### src/rtl/frame_align_pkg.sv
// Shared types and helpers for the ADC frame-lane word aligner.
package frame_align_pkg;

    typedef enum logic [2:0] {
        ST_IDLE,
        ST_CHECK,
        ST_SLIP,
        ST_SETTLE,
        ST_VERIFY,
        ST_LOCKED,
        ST_FAIL
    } state_t;

    localparam logic [7:0] DEFAULT_PATTERN = 8'hF0;

    // Bits needed to hold 0..max_val, never narrower than one bit.
    function automatic int cnt_w(input int max_val);
        return (max_val < 1) ? 1 : $clog2(max_val + 1);
    endfunction

endpackage

### src/rtl/frame_aligner.sv
// Frame-lane word aligner: slips the deserializer until the parallel word equals
// the frame pattern, then tracks lock and re-aligns after a run of misses.
module frame_aligner
    import frame_align_pkg::*;
#(
    parameter int               WIDTH         = 8,
    parameter logic [WIDTH-1:0] PATTERN       = WIDTH'(DEFAULT_PATTERN),
    parameter int               MAX_SLIPS     = 2 * WIDTH,
    parameter int               SETTLE_CYCLES = 4,
    parameter int               LOCK_COUNT    = 16,
    parameter int               LOSS_COUNT    = 4
) (
    input  logic                             CLK,
    input  logic                             RST,
    input  logic                             en_i,
    input  logic [WIDTH-1:0]                 frame_i,
    output logic                             bitslip_o,
    output logic                             locked_o,
    output logic                             fail_o,
    output logic [$clog2(MAX_SLIPS+1)-1:0]   slip_count_o
);

    localparam int SW = $clog2(MAX_SLIPS + 1);
    localparam int MW = cnt_w(LOCK_COUNT);
    localparam int LW = cnt_w(LOSS_COUNT);
    localparam int TW = cnt_w(SETTLE_CYCLES);

    localparam logic [SW-1:0] SLIP_MAX    = SW'(MAX_SLIPS);
    localparam logic [MW-1:0] MATCH_LAST  = MW'(LOCK_COUNT - 1);
    localparam logic [LW-1:0] MISS_LAST   = LW'(LOSS_COUNT - 1);
    localparam logic [TW-1:0] SETTLE_LOAD = TW'(SETTLE_CYCLES);

    state_t        state, state_next;
    logic [SW-1:0] slip_cnt, slip_next;
    logic [MW-1:0] match_cnt, match_next;
    logic [LW-1:0] miss_cnt, miss_next;
    logic [TW-1:0] settle_cnt, settle_next;
    logic          is_match;
    logic          can_slip;

    assign is_match = (frame_i == PATTERN);
    assign can_slip = (slip_cnt < SLIP_MAX);

    always_comb begin
        state_next  = state;
        slip_next   = slip_cnt;
        match_next  = match_cnt;
        miss_next   = miss_cnt;
        settle_next = settle_cnt;

        case (state)
            ST_IDLE: begin
                slip_next   = '0;
                match_next  = '0;
                miss_next   = '0;
                settle_next = '0;
                state_next  = ST_CHECK;
            end
            ST_CHECK: begin
                if (is_match) begin
                    match_next = MW'(1);
                    state_next = (LOCK_COUNT == 1) ? ST_LOCKED : ST_VERIFY;
                end else begin
                    match_next = '0;
                    state_next = can_slip ? ST_SLIP : ST_FAIL;
                end
            end
            ST_SLIP: begin
                if (can_slip) slip_next = slip_cnt + SW'(1);
                settle_next = SETTLE_LOAD;
                state_next  = ST_SETTLE;
            end
            ST_SETTLE: begin
                // Words here still reflect the pre-slip alignment; just count down.
                if (settle_cnt <= TW'(1)) begin
                    settle_next = '0;
                    state_next  = ST_CHECK;
                end else begin
                    settle_next = settle_cnt - TW'(1);
                end
            end
            ST_VERIFY: begin
                if (is_match) begin
                    match_next = match_cnt + MW'(1);
                    if (match_cnt >= MATCH_LAST) state_next = ST_LOCKED;
                end else begin
                    match_next = '0;
                    state_next = can_slip ? ST_SLIP : ST_FAIL;
                end
            end
            ST_LOCKED: begin
                if (is_match) begin
                    miss_next = '0;
                end else if (miss_cnt >= MISS_LAST) begin
                    // Lock lost: restart alignment with a fresh slip budget.
                    miss_next  = '0;
                    match_next = '0;
                    slip_next  = '0;
                    state_next = ST_CHECK;
                end else begin
                    miss_next = miss_cnt + LW'(1);
                end
            end
            ST_FAIL: begin
                state_next = ST_FAIL;
            end
            default: begin
                state_next = ST_IDLE;
            end
        endcase

        // Disable wins over everything, including a slip about to be issued.
        if (!en_i) begin
            state_next  = ST_IDLE;
            slip_next   = '0;
            match_next  = '0;
            miss_next   = '0;
            settle_next = '0;
        end
    end

    always_ff @(posedge CLK or posedge RST) begin
        if (RST) begin
            state        <= ST_IDLE;
            slip_cnt     <= '0;
            match_cnt    <= '0;
            miss_cnt     <= '0;
            settle_cnt   <= '0;
            bitslip_o    <= 1'b0;
            locked_o     <= 1'b0;
            fail_o       <= 1'b0;
            slip_count_o <= '0;
        end else begin
            state        <= state_next;
            slip_cnt     <= slip_next;
            match_cnt    <= match_next;
            miss_cnt     <= miss_next;
            settle_cnt   <= settle_next;
            bitslip_o    <= (state_next == ST_SLIP);
            locked_o     <= (state_next == ST_LOCKED);
            fail_o       <= (state_next == ST_FAIL);
            slip_count_o <= slip_next;
        end
    end

endmodule

### config.mk
export PLATFORM = sky130hd
export DESIGN_NAME = frame_aligner
export DESIGN_NICKNAME = d
export VERILOG_FILES = /design/src/rtl/frame_align_pkg.sv /design/src/rtl/frame_aligner.sv
export SDC_FILE = /design/constraint.sdc
export NUM_CORES = 1
export LEC_CHECK = 0
export BUFFER_PORTS_ARGS = -buffer_cell sky130_fd_sc_hd__buf_2
export CAP_MARGIN = 0
export CORE_MARGIN = 2
export CORE_UTILIZATION = 58
export CTS_BUF_LIST = sky130_fd_sc_hd__clkbuf_4 sky130_fd_sc_hd__clkbuf_8
export CTS_CLUSTER_DIAMETER = 50
export DETAILED_ROUTE_END_ITERATION = 8
export GPL_ROUTABILITY_DRIVEN = 1
export GPL_TIMING_DRIVEN = 0
export HOLD_SLACK_MARGIN = 0.03
export MAX_ROUTING_LAYER = met4
export PLACE_DENSITY_LB_ADDON = 0.15
export SLEW_MARGIN = 20
export SYNTH_ARGS = -nofsm -noshare
export SYNTH_HDL_FRONTEND = slang
export SYNTH_SLANG_ARGS = --single-unit
### constraint.sdc
create_clock -name CLK -period 2.5 [get_ports CLK]
set_clock_uncertainty 0.15 [all_clocks]
set_input_delay 0.25 -clock CLK [delete_from_list [all_inputs] [get_ports CLK]]
set_output_delay 0.25 -clock CLK [all_outputs]
set_load 0.01 [all_outputs]
==> results.ini, run 1 <==
[run_status]
status = complete, no violations

[routing]
ant_nets = 0
drc = 0
dr_total_vias = 1056
drt_wl_total_mm = 2.65
drt_first_pass_iters = 4
first_iter_violations = 16
viasPerCell = 5.97
wl_per_cell_um = 15.0

[critical_path]
end_kind = register
crit_path_start = miss_cnt[0]
worstPathRequired_ps = 2590
startpoint_type = register
crit_fanout = 3
cp.arrival_ps = 2200
critical_path_class = reg2reg
worstReg2RegStart = miss_cnt[0]

[yosys]
synth_warnings = 0
yosysSeqAreaShare = 0.422
synthDominantCellAreaShare = 0.422
postSynthAreaPerCell_um2 = 10.2
syn-num-nets = 146
syn-instance-count = 128
synth-seq-cells = 22
synth_area_leaders = dfrtp_1 42%, ha_1 6.7%, inv_1 4.0%, o21ai_0 3.8%, nor2_1 2.9%
synth_cell_types = 41
synth_top_area_cell = dfrtp_1
syn_area_um2 = 1310

[power_and_ir_drop]
p_per_area_nw_per_um2 = 446
p_leak_nw = 0.699
peakVddDrop_mv = 0.296

[global_route]
grt_pass1_wl_mm = 4.43
antenna_found_initial = 0
grt_pass1_vias = 1036
track_usage = 0.232
overflow = 0
grt_max_degree = 23

[sta]
setup_tns_ps = 0
fin_crit_ps = 2110
max_freq_mhz = 474
hold_viol = 0
tightest_slew_ps = 822
holdWs_ps = 83.3
slew_violations = 0
rsz0062_at_grt = no
finalCritPeriodShare = 0.843
slew_headroom = 0.451
setup_violations = 0

[cells_and_area]
syn_to_final_growth_pct = 11.7
postLayoutCellArea_um2 = 1460
drive_gt1_frac = 0.221
fin_cells = 177
diodes = 0
final_net_count = 169

[placement]
numPlacedInstances = 173
numPortBuffers = 17
place_area_um2 = 1430
globalplace.congestion = 0.787
hpwlAfterDp_mm = 2.02

[cts]
cts_buffer_depth = 2
cts_tree = done
clkTransAtPathRegs_ps = 120
insertion_delay_ps = 310
cts_resized = 0
root_buffer = clkbuf_4
cts_htree_levels = 1
clock-sinks = 22
cts_buffers = 3

[die]
chipHeight_um = 51.4
io_pins = 19
start_util = 0.601
core_um2 = 2170
num_rows = 17
die-area_um2 = 2650
fp.dieW_um = 51.4

[worst_hold_path]
min_path_type = in2reg
hold_path_startpoint = en_i

[run]
max_cap_violations = 0

-- per-layer routing --
metal,global-route usage,share of wire
met3,0.0292,0.045
met2,0.404,0.51
met5,-,0
met1,0.266,0.42
met4,0.101,0.021
-- worst max-delay path, cell delays in order, from the launching register on --
cell     delay, ps
dfrtp_1        430
ha_1           210
ha_1           170
a211o_2        310
or4_1          580
o22ai_1        180
-- area by class of cell --
cell class | instances | area [um^2]
Buffer | 3 | 35.0
Clock buffer | 3 | 22.5
Fill cell | 181 | 712
Inverter | 14 | 52.6
Multi-Input combinational cell | 89 | 667
Sequential cell | 22 | 551
Tap cell | 28 | 35.0
Timing Repair Buffer | 18 | 95.1
-- worst paths after layout --
path | end | slack [ps] | cells past startpoint
max | miss_cnt[1] | 390 | 5
min | state[1] | 80 | 2
max reg2reg | miss_cnt[1] | 390 | 5
min reg2reg | slip_cnt[3] | 380 | 1
max in group asynchronous | slip_cnt[3] | 1210 | 3
min in group asynchronous | state[0] | 480 | 3
-- placed cells by master, fill, tap and decap left out, types with 4 or more instances in the layout --
cell,netlist,routed
o21ai_0,10,10
ha_1,7,7
a21oi_1,6,6
buf_2,0,17
dfrtp_1,22,22
nor2_1,10,10
nand2b_1,4,4
nand2_1,4,4
inv_1,14,14
-- through the flow --
stage | util | total power [W] | setup WS, ps
2_1_floorplan | - | 0.000458 | 576
3_3_place_gp | 0.657 | 0.000488 | 501
3_5_place_dp | 0.657 | 0.000494 | 406
4_1_cts | 0.672 | 0.000656 | 382
5_1_grt | 0.672 | 0.000683 | 287
6_report | 0.672 | 0.000650 | 392
-- synthesized netlist by cell type, drive strengths merged --
library cell,n
o21a,1
and3,1
o2bb2a,1
mux2i,3
o211a,2
or4,2
nand3,1
o32ai,1
a22o,2
and2,3
dfrtp,22
and3b,1
or2b,1
a31oi,3
nand2b,4
clkbuf,2
a211o,1
nor4,1
o2111a,1
o211ai,1
a211oi,2
o2bb2ai,2
and4bb,1
nor3b,1
buf,1
a21oi,6
nor2b,3
and2b,1
a221o,3
ha,7
xnor2,1
a41oi,1
o22ai,3
nand4,3
o21ai,10
nor2,10
inv,14
and4,1
nand2,4
-- sequential cells by signal, indices dropped and copies added (netlist names) --
register    cells
match_cnt       5
slip_cnt        5
miss_cnt        3
settle_cnt      3
state           3
bitslip_o       1
fail_o          1
locked_o        1
-- where the power goes --
part	internal, W	total (W)	switching [W]
sequential	0.000370	0.000385	0.0000153
combinational	0.0000427	0.000102	0.0000596
clock	0.0000564	0.000162	0.000106
-- cells by family (layout without fill, tap and decap cells) --
kind of cell | Yosys count | count (layout) | share of synthesized area
simple gates | 38 | 38 | 0.192
mux | 3 | 3 | 0.0230
compound gates | 40 | 40 | 0.222
buf+inv | 17 | 38 | 0.0671
fa+ha+maj | 7 | 7 | 0.0671
xor+xnor | 1 | 1 | 0.00671
flops | 22 | 22 | 0.422
-- timing repair --
action,in CTS,in global routing
hold endpoints to repair,22,0
hold buffers,1,0
setup buffers,0,0
No activity file was read; power rests on OpenSTA's default activity.
==> run 2: changes to the inputs <==
--- a/config.mk
+++ b/config.mk
@@ -8,7 +8,7 @@
 export BUFFER_PORTS_ARGS = -buffer_cell sky130_fd_sc_hd__buf_2
 export CAP_MARGIN = 0
 export CORE_MARGIN = 2
-export CORE_UTILIZATION = 58
+export CORE_UTILIZATION = 53
 export CTS_BUF_LIST = sky130_fd_sc_hd__clkbuf_4 sky130_fd_sc_hd__clkbuf_8
 export CTS_CLUSTER_DIAMETER = 50
 export DETAILED_ROUTE_END_ITERATION = 8
==> constraint.sdc (replaced) <==
create_clock -name CLK -period 1.75 [get_ports CLK]
set_clock_uncertainty 0.15 [all_clocks]
set_input_delay 0.175 -clock CLK [delete_from_list [all_inputs] [get_ports CLK]]
set_output_delay 0.175 -clock CLK [all_outputs]
set_load 0.01 [all_outputs]
==> results.ini, run 2 (synthesis results as in run 1) <==
[sta]
slew_violations = 0  ; unchanged
holdWs_ps = 59.4  ; -23.8 ps
fin_crit_ps = 1950  ; -158 ps
max_freq_mhz = 513  ; +8.1%
slew_headroom = 0.452  ; about the same
setup_slack_ps = -201  ; -592 ps
rsz0062_at_grt = yes
setup_violations = 13  ; +13
setup_tns_ps = -1810  ; -1810 ps
tightest_slew_ps = 822  ; -0.575 ps
finalCritPeriodShare = 1.11  ; +0.271
hold_viol = 0  ; unchanged

[cts]
clkTransAtPathRegs_ps = 120  ; about the same
cts_tree = done
insertion_delay_ps = 320  ; about the same
cts_buffers = 3  ; unchanged
cts_htree_levels = 1  ; unchanged
cts_buffer_depth = 2  ; unchanged
root_buffer = clkbuf_4
clock-sinks = 22  ; unchanged

[power_and_ir_drop]
total_power_w = 0.00110  ; +70%
p_clk_frac = 0.361  ; +0.111
p_per_area_nw_per_um2 = 678  ; +52%
p_seq_frac = 0.499  ; -0.094
p_comb_frac = 0.140  ; -0.017
p_sw_w = 0.000280  ; +55%
p_sw_frac = 0.254  ; -0.0247
p_int_w = 0.000824  ; +76%
peakVddDrop_mv = 0.506  ; +71%
p_leak_nw = 0.754  ; +8.0%

[cells_and_area]
diodes = 0  ; unchanged
n_fill_cell = 165  ; -8.8%
final_cell_mix = 22 x dfrtp_1, 17 x buf_2, 14 x inv_1
final_net_count = 176  ; +4.1%
syn_to_final_growth_pct = 24.8
final_common_cell = dfrtp_1
reg_top3 = match_cnt (5), slip_cnt (5)
drive_gt1_frac = 0.338  ; +0.116
postLayoutCellArea_um2 = 1630  ; +12%

[critical_path]
crit_slowest_cell = or4_4
crit_path_max_incr_delay_ps = 450  ; -130 ps
end_kind = register
startpoint_type = register
path_buf_inv = 0  ; unchanged
cp_cell_sequence = ha_2 -> ha_4 -> a211o_4 -> or4_4 -> o22ai_1
critPathTopFamily = compound AO/OA/AOI/OAI gates
critical_path_class = reg2reg
cp.arrival_ps = 2030  ; -170 ps
worstPathRequired_ps = 1830  ; -760 ps
crit_fanout = 3  ; unchanged

[routing]
dr_total_vias = 1146  ; +8.5%
wl_per_cell_um = 15.6  ; +4.4%
ant_nets = 0  ; unchanged
drc = 0  ; unchanged
viasPerCell = 6.19  ; +3.8%
first_iter_violations = 34  ; +18
drt_first_pass_iters = 4  ; unchanged
drt_wl_total_mm = 2.89  ; +9.1%

[run]
max_cap_violations = 0  ; unchanged

[die]
core_um2 = 2280  ; +4.9%
start_util = 0.573  ; -0.0281
chipHeight_um = 53.6  ; +4.2%
io_pins = 19  ; unchanged
num_rows = 17  ; unchanged
die-area_um2 = 2880  ; +8.7%
fp.dieW_um = 53.6  ; +4.2%

[worst_hold_path]
min_path_type = in2reg

[global_route]
track_usage = 0.246  ; +0.0149
grt_max_degree = 23  ; unchanged
grt_pass1_wl_mm = 4.86  ; +9.8%
grt_pass1_vias = 1170  ; +13%
overflow = 0  ; unchanged
antenna_found_initial = 0  ; unchanged

[placement]
globalplace.congestion = 0.830  ; +5.6%
dp_slack_ps = -161  ; -568 ps
place_area_um2 = 1430  ; +0.61%
numPortBuffers = 17  ; unchanged
hpwlAfterDp_mm = 1.95  ; -3.7%

[run_status]
violations = setup timing
status = complete, but fails checks

==> run 2: cell types whose count changed in the layout (fill, tap and decap cells not counted), sizes merged <==
| cell | change |
|---|---|
| buf | +6 |
| bufinv | +1 |
| dlygate4sd3 | +1 |
==> run 2: final cells by class <==
class,instances,area (um^2),share of cell area
clock buffers,3,22.5,0.0138
plain buffers,3,35.0,0.0215
multi-input cells,89,753,0.462
repair buffers,25,150,0.0922
well taps,28,35.0,0.0215
inverters,14,52.6,0.0323
clock inverters,1,30.0,0.0184
flip-flops and latches,22,551,0.338
==> run 2: through the flow <==
step / std cells / util
6_report: 185 / 0.716
5_1_grt: 185 / 0.716
4_1_cts: 185 / 0.707
3_5_place_dp: 173 / 0.630
3_3_place_gp: 173 / 0.630
2_1_floorplan: 128 / -
==> run 2: metal layers <==
layer  GRT usage  wire length, um  vias up
met1       0.285             1220      566
li1            -                -      532
met2       0.409             1460       37
met4       0.150               89        0
met5           -                0        -
met3      0.0278              124       11
==> run 2: tightest hold or removal path, cell delays in order <==
cell and delay (ps):
buf_4 140, o21ai_0 100, mux2i_1 80
==> run 2: worst paths after layout <==
kind,slack (ps),to,cells past startpoint,startpoint
max,-200,miss_cnt[2],5,miss_cnt[1]
min,60,settle_cnt[0],3,en_i
max reg2reg,-200,miss_cnt[2],5,miss_cnt[1]
min reg2reg,370,slip_cnt[3],1,slip_cnt[3]
max in group asynchronous,540,miss_cnt[1],3,RST
min in group asynchronous,390,slip_cnt[2],3,RST
==> run 2: timing repair <==
action                     in CTS  in global routing
resized for setup              12                  5
setup endpoints to repair      16                 17
hold buffers                    2                  0
pin swaps                       7                  2
hold endpoints to repair       26                  0
setup buffers                   6                  0
==> run 2: power groups by stage <==
stage,clock network [W],logic [W],registers (W)
2_1_floorplan,0,0.0000919,0.000563
3_3_place_gp,0,0.000141,0.000558
3_5_place_dp,0,0.000146,0.000559
4_1_cts,0.000402,0.000152,0.000550
5_1_grt,0.000423,0.000172,0.000554
6_report,0.000399,0.000154,0.000551
